===== src/rtl/servant_ram_arbiter.sv =====
// Round-robin Wishbone arbiter that shares the servant RAM between the ibus and the dbus.
// Optional bus-hang watchdog is enabled with `define WB_ARB_TIMEOUT_EN.
module servant_ram_arbiter #(
  parameter int AW      = 32,
  parameter int TIMEOUT = 15
) (
  input  logic          i_wb_clk,
  input  logic          i_wb_rst_n,
  input  logic [AW-1:0] i_ibus_adr,
  input  logic          i_ibus_cyc,
  output logic [31:0]   o_ibus_rdt,
  output logic          o_ibus_ack,
  output logic          o_ibus_err,
  input  logic [AW-1:0] i_dbus_adr,
  input  logic [31:0]   i_dbus_dat,
  input  logic [3:0]    i_dbus_sel,
  input  logic          i_dbus_we,
  input  logic          i_dbus_cyc,
  output logic [31:0]   o_dbus_rdt,
  output logic          o_dbus_ack,
  output logic          o_dbus_err,
  output logic [AW-1:0] o_s_adr,
  output logic [31:0]   o_s_dat,
  output logic [3:0]    o_s_sel,
  output logic          o_s_we,
  output logic          o_s_cyc,
  input  logic [31:0]   i_s_rdt,
  input  logic          i_s_ack,
  output logic [1:0]    o_grant
);

  typedef enum logic [1:0] {
    IDLE   = 2'd0,
    BUSY_I = 2'd1,
    BUSY_D = 2'd2
  } state_t;

  state_t state;
  logic   last_d;
  logic   timeout_hit;

`ifdef WB_ARB_TIMEOUT_EN
  localparam int CW = $clog2(TIMEOUT + 1);
  logic [CW-1:0] cnt;

  // Counts BUSY cycles; IDLE keeps it cleared so every grant starts from zero.
  always_ff @(posedge i_wb_clk or negedge i_wb_rst_n) begin
    if (!i_wb_rst_n) begin
      cnt <= {CW{1'b0}};
    end else if (state == IDLE) begin
      cnt <= {CW{1'b0}};
    end else begin
      cnt <= cnt + CW'(1);
    end
  end

  // An ack arriving on the timeout cycle completes the access normally.
  assign timeout_hit = (state != IDLE) && (cnt == CW'(TIMEOUT)) && !i_s_ack;
  assign o_ibus_err  = (state == BUSY_I) && timeout_hit;
  assign o_dbus_err  = (state == BUSY_D) && timeout_hit;
`else
  assign timeout_hit = 1'b0;
  assign o_ibus_err  = 1'b0;
  assign o_dbus_err  = 1'b0;
`endif

  // Grant FSM; last_d remembers the previous owner so ties alternate.
  always_ff @(posedge i_wb_clk or negedge i_wb_rst_n) begin
    if (!i_wb_rst_n) begin
      state  <= IDLE;
      last_d <= 1'b1;
    end else begin
      case (state)
        IDLE: begin
          if (i_ibus_cyc && (!i_dbus_cyc || last_d)) begin
            state <= BUSY_I;
          end else if (i_dbus_cyc) begin
            state <= BUSY_D;
          end else begin
            state <= IDLE;
          end
        end
        BUSY_I: begin
          if (i_s_ack || !i_ibus_cyc || timeout_hit) begin
            state  <= IDLE;
            last_d <= 1'b0;
          end else begin
            state <= BUSY_I;
          end
        end
        BUSY_D: begin
          if (i_s_ack || !i_dbus_cyc || timeout_hit) begin
            state  <= IDLE;
            last_d <= 1'b1;
          end else begin
            state <= BUSY_D;
          end
        end
        default: begin
          state <= IDLE;
        end
      endcase
    end
  end

  // Slave-side mux and acks follow the granted master combinationally.
  always_comb begin
    o_s_adr    = {AW{1'b0}};
    o_s_dat    = 32'h0000_0000;
    o_s_sel    = 4'h0;
    o_s_we     = 1'b0;
    o_s_cyc    = 1'b0;
    o_ibus_ack = 1'b0;
    o_dbus_ack = 1'b0;
    case (state)
      BUSY_I: begin
        o_s_adr    = i_ibus_adr;
        o_s_sel    = 4'hF;
        o_s_cyc    = i_ibus_cyc && !timeout_hit;
        o_ibus_ack = i_s_ack;
      end
      BUSY_D: begin
        o_s_adr    = i_dbus_adr;
        o_s_dat    = i_dbus_dat;
        o_s_sel    = i_dbus_sel;
        o_s_we     = i_dbus_we;
        o_s_cyc    = i_dbus_cyc && !timeout_hit;
        o_dbus_ack = i_s_ack;
      end
      default: begin
        o_s_cyc = 1'b0;
      end
    endcase
  end

  assign o_ibus_rdt = i_s_rdt;
  assign o_dbus_rdt = i_s_rdt;
  assign o_grant    = {state == BUSY_D, state == BUSY_I};

endmodule


===== config.mk =====
export PLATFORM = sky130hd
export DESIGN_NAME = servant_ram_arbiter
export DESIGN_NICKNAME = d
export VERILOG_FILES = /design/src/rtl/servant_ram_arbiter.sv
export SDC_FILE = /design/constraint.sdc
export NUM_CORES = 1
export LEC_CHECK = 0
export BUFFER_PORTS_ARGS = -buffer_cell sky130_fd_sc_hd__buf_2
export CORE_AREA = 2 2 107 109
export CTS_BUF_LIST = sky130_fd_sc_hd__clkbuf_4 sky130_fd_sc_hd__clkbuf_8 sky130_fd_sc_hd__clkbuf_16
export DETAILED_ROUTE_END_ITERATION = 10
export DIE_AREA = 0 0 109 111
export GPL_TIMING_DRIVEN = 1
export PLACE_DENSITY = 0.57
export SETUP_SLACK_MARGIN = 0.2
export SYNTH_ARGS = -nofsm -noshare
export SYNTH_HDL_FRONTEND = slang
export SYNTH_SLANG_ARGS = --single-unit

===== constraint.sdc =====
create_clock -name i_wb_clk -period 2.1 [get_ports i_wb_clk]
set_clock_uncertainty 0.1 [all_clocks]
set_input_delay 0.42 -clock i_wb_clk [delete_from_list [all_inputs] [get_ports i_wb_clk]]
set_output_delay 0.42 -clock i_wb_clk [all_outputs]
set_load 0.01 [all_outputs]

==> qor.yml <==
outcome:
  outcome: "completed"
power_and_ir_drop:
  leakagePower_nw: 1.40
  peakVddDrop_mv: 0.803
  cell_internal_pwr_mw: 1.85
  netsw_mw: 1.23
  power_frac_comb_pct: 86.1
  sequentialPowerShare_pct: 3.7
  power.switching_fraction_pct: 39.8
  total_power_mw: 3.08
  clock_power_share_pct: 10.1
  power.density_cell_area_mw_per_mm2: 1070
cells_and_area:
  filler_cell_count: 1193
  syn_to_final_growth_pct: 90.2
  fin_util_pct: 25.9
  antenna_cells_inserted: 0
  finish.cell_count_without_fillers: 477
  post-route-cell-area_mm2: 0.00287
  drive_above_1_share_pct: 79.0
  layout.nets: 477
placed_design:
  count_of_input_and_output_buffers: 179
  place_hpwl_um: 4180
  pre_cts_slack_ns: 0.205
  globalplace.congestion: 0.674
  dpl-instance-area_mm2: 0.00207
  placed_cells: 461
sta:
  worst_slack_ns: 0.0823
  final_hold_vio_count: 0
  min_period_over_period_pct: 96.1
  rsz0062_at_grt: "true"
  setup_total_neg_slack_ns: 0
  hold_slack_ns: 0.402
  fmax_ghz: 0.496
  finalMaxSlewViolations: 0
  setup_viol: 0
  finalCriticalPeriod_ns: 2.02
clock_tree:
  cts_tree: "built"
  cts_made_buffers: 3
  cts-htree-levels: 1
  number_of_buffers_on_the_longest_clock_path: 2
  cts.sinks: 3
  clock_insertion_delay_worst_skew_ns: 0.22
  cts.root.buffer_cell: "sky130_fd_sc_hd__clkbuf_16"
  cts.clk_slew.worst_paths_ns: 0.03
detailed_routing:
  route.detailed.wl_per_inst_um: 13.9
  dr.first_iter.drc_count: 37
  routed-via-count: 1885
  detail_route.wirelength_um: 6610
  post-route-drc-count: 0
  top_layer: "met4"
  sum_of_met2_wire_segment_lengths_after_detailed_routing_um: 3630
  count_of_tritonroute_iterations_in_the_first_routing_pass: 4
  post_drt_via_cell_ratio: 3.95
  antenna_left: 0
  routedLengthMet1_um: 2210
  met3_length_um: 487
floorplan:
  initial_utilization_pct: 13.6
  design.die.area_mm2: 0.0121
  die_h_um: 111
  coreArea_mm2: 0.0111
  number_of_primary_i_o_pins: 278
  row_count: 39
  die_extent_in_x_um: 109
critical_path:
  timing.critical_path.from_type: "flop"
  path_max_fanout: 14
  worstPathCellList: "buf_4 -> ha_4 -> buf_8 -> a22oi_1 -> nor2b_1 -> buf_2"
  cp_top_family: "buffers and inverters"
  worst_ep_arrival_time_ns: 1.50
  crit_required_ns: 1.58
  cpMaxStageDelayCell: "sky130_fd_sc_hd__dfrtp_1"
  timing.critical_path.buf_inv: 3
  critical-path-max-stage-delay_ns: 0.38
  worstSetupPathType: "flop to primary output"
  timing.critical_path.to_type: "primary output"
logic_synthesis:
  syn-instance-count: 215
  mean_instance_size_in_the_synthesized_netlist_um2: 7.02
  syn-cell-area_mm2: 0.00151
  warning_count_from_the_yosys_run: 0
  synth-seq-cells: 3
  synth.yosys.seq_area_share_pct: 5.06
  synthDistinctLibCells: 20
worst_hold_path:
  hold_path.class: "primary input to flop"
global_route:
  grt_util_all_layers_pct: 8.64
  grt_first_pass_wirelength_um: 8380
  pin_count_of_the_biggest_net_entering_global_routing: 38
  via_count_of_the_first_global_routing_pass: 1784
  grt_antenna_before_repair: 0
  global_route.overflow_total: 0
job:
  drv_cap: 0
==> sequential cells by signal, indices dropped and copies added (netlist names) <==
register  cells
state         2
last_d        1
==> layout make-up <==
cell class	instances	area (µm²)	share of cell area, %
inverters	2	7.51	0.262
repair buffers	196	1430	49.8
flip-flops and latches	3	77.6	2.70
clock buffers	4	82.6	2.88
multi-input cells	129	1090	38.1
well taps	143	179	6.23
==> layer usage <==
metal / vias up / global-route usage, %
li1: 878 / -
met1: 868 / 8.73
met2: 107 / 16.5
met3: 32 / 1.35
met4: 0 / 4.53
met5: - / 0
==> Yosys cell counts <==
| cell | number | area, µm² |
|---|---|---|
| sky130_fd_sc_hd__clkbuf_1 | 7 | 26.3 |
| sky130_fd_sc_hd__o21ai_1 | 1 | 5.00 |
| sky130_fd_sc_hd__nor2b_1 | 39 | 244 |
| sky130_fd_sc_hd__buf_4 | 67 | 503 |
| sky130_fd_sc_hd__inv_1 | 2 | 7.51 |
| sky130_fd_sc_hd__dfstp_2 | 1 | 26.3 |
| sky130_fd_sc_hd__o21a_1 | 2 | 15.0 |
| sky130_fd_sc_hd__and2_1 | 35 | 219 |
| sky130_fd_sc_hd__nor3b_1 | 1 | 7.51 |
| sky130_fd_sc_hd__ha_1 | 4 | 50.1 |
| sky130_fd_sc_hd__a22oi_1 | 32 | 240 |
| sky130_fd_sc_hd__conb_1 | 1 | 3.75 |
| sky130_fd_sc_hd__nor3b_2 | 1 | 12.5 |
| sky130_fd_sc_hd__a21boi_1 | 1 | 7.51 |
| sky130_fd_sc_hd__dfrtp_1 | 2 | 50.1 |
| sky130_fd_sc_hd__nand2_1 | 3 | 11.3 |
| sky130_fd_sc_hd__nand2b_1 | 1 | 6.26 |
| sky130_fd_sc_hd__buf_1 | 1 | 3.75 |
| sky130_fd_sc_hd__buf_2 | 7 | 35.0 |
| sky130_fd_sc_hd__a21oi_1 | 7 | 35.0 |
==> repair_timing <==
item | in CTS | in global routing
pin swaps | 0 | 9
setup endpoints to repair | 72 | 73
hold endpoints to repair | 2 | 0
gates cloned | 2 | 5
setup buffers | 3 | 1
hold buffers | 1 | 0
resized for setup | 25 | 89
==> cells in the final DEF, fill, tap and decap left out <==
master / instances
sky130_fd_sc_hd__nor3b_1: 1
sky130_fd_sc_hd__conb_1: 2
sky130_fd_sc_hd__nand2b_1: 1
sky130_fd_sc_hd__ha_1: 1
sky130_fd_sc_hd__buf_2: 144
sky130_fd_sc_hd__buf_8: 4
sky130_fd_sc_hd__a22oi_1: 13
sky130_fd_sc_hd__a21oi_2: 4
sky130_fd_sc_hd__a22oi_2: 19
sky130_fd_sc_hd__a21oi_1: 3
sky130_fd_sc_hd__and2_1: 1
sky130_fd_sc_hd__nor2b_1: 39
sky130_fd_sc_hd__dfstp_2: 1
sky130_fd_sc_hd__clkbuf_4: 1
sky130_fd_sc_hd__a21boi_1: 1
sky130_fd_sc_hd__nor3b_2: 1
sky130_fd_sc_hd__ha_4: 3
sky130_fd_sc_hd__nand2_1: 3
sky130_fd_sc_hd__buf_6: 35
sky130_fd_sc_hd__o21ai_1: 1
sky130_fd_sc_hd__dfrtp_2: 1
sky130_fd_sc_hd__buf_4: 2
sky130_fd_sc_hd__and2_4: 34
sky130_fd_sc_hd__dfrtp_1: 1
sky130_fd_sc_hd__buf_12: 5
sky130_fd_sc_hd__dlygate4sd3_1: 1
sky130_fd_sc_hd__o21a_1: 2
sky130_fd_sc_hd__inv_2: 2
sky130_fd_sc_hd__buf_16: 2
sky130_fd_sc_hd__clkbuf_16: 6
==> cell families after synthesis <==
group | Yosys count | synth area share, %
buf+inv | 84 | 38.1
fa+ha+maj | 4 | 3.32
other cells | 1 | 0.249
flops | 3 | 5.06
simple gates | 80 | 33.2
compound gates | 43 | 20.1
==> power by group through the flow <==
stage	registers [mW]	clock network, mW	logic [mW]
3_3_place_gp	0.107	0	1.62
3_5_place_dp	0.110	0	1.66
4_1_cts	0.113	0.318	2.06
5_1_grt	0.121	0.323	2.85
2_1_floorplan	0.104	0	1.18
6_report	0.114	0.312	2.65
==> final timing paths <==
| kind | start | to | slack [ns] | cells past startpoint |
|---|---|---|---|---|
| min | i_dbus_cyc | state[1] | 0.40 | 2 |
| min in group asynchronous | i_wb_rst_n | state[0] | 0.42 | 2 |
| max | state[0] | o_s_adr[17] | 0.08 | 6 |
| max reg2reg | state[0] | state[1] | 0.45 | 8 |
| max in group asynchronous | i_wb_rst_n | last_d | 1.27 | 2 |
| min reg2reg | last_d | last_d | 0.45 | 1 |
Power figures use the tool's default switching activity.
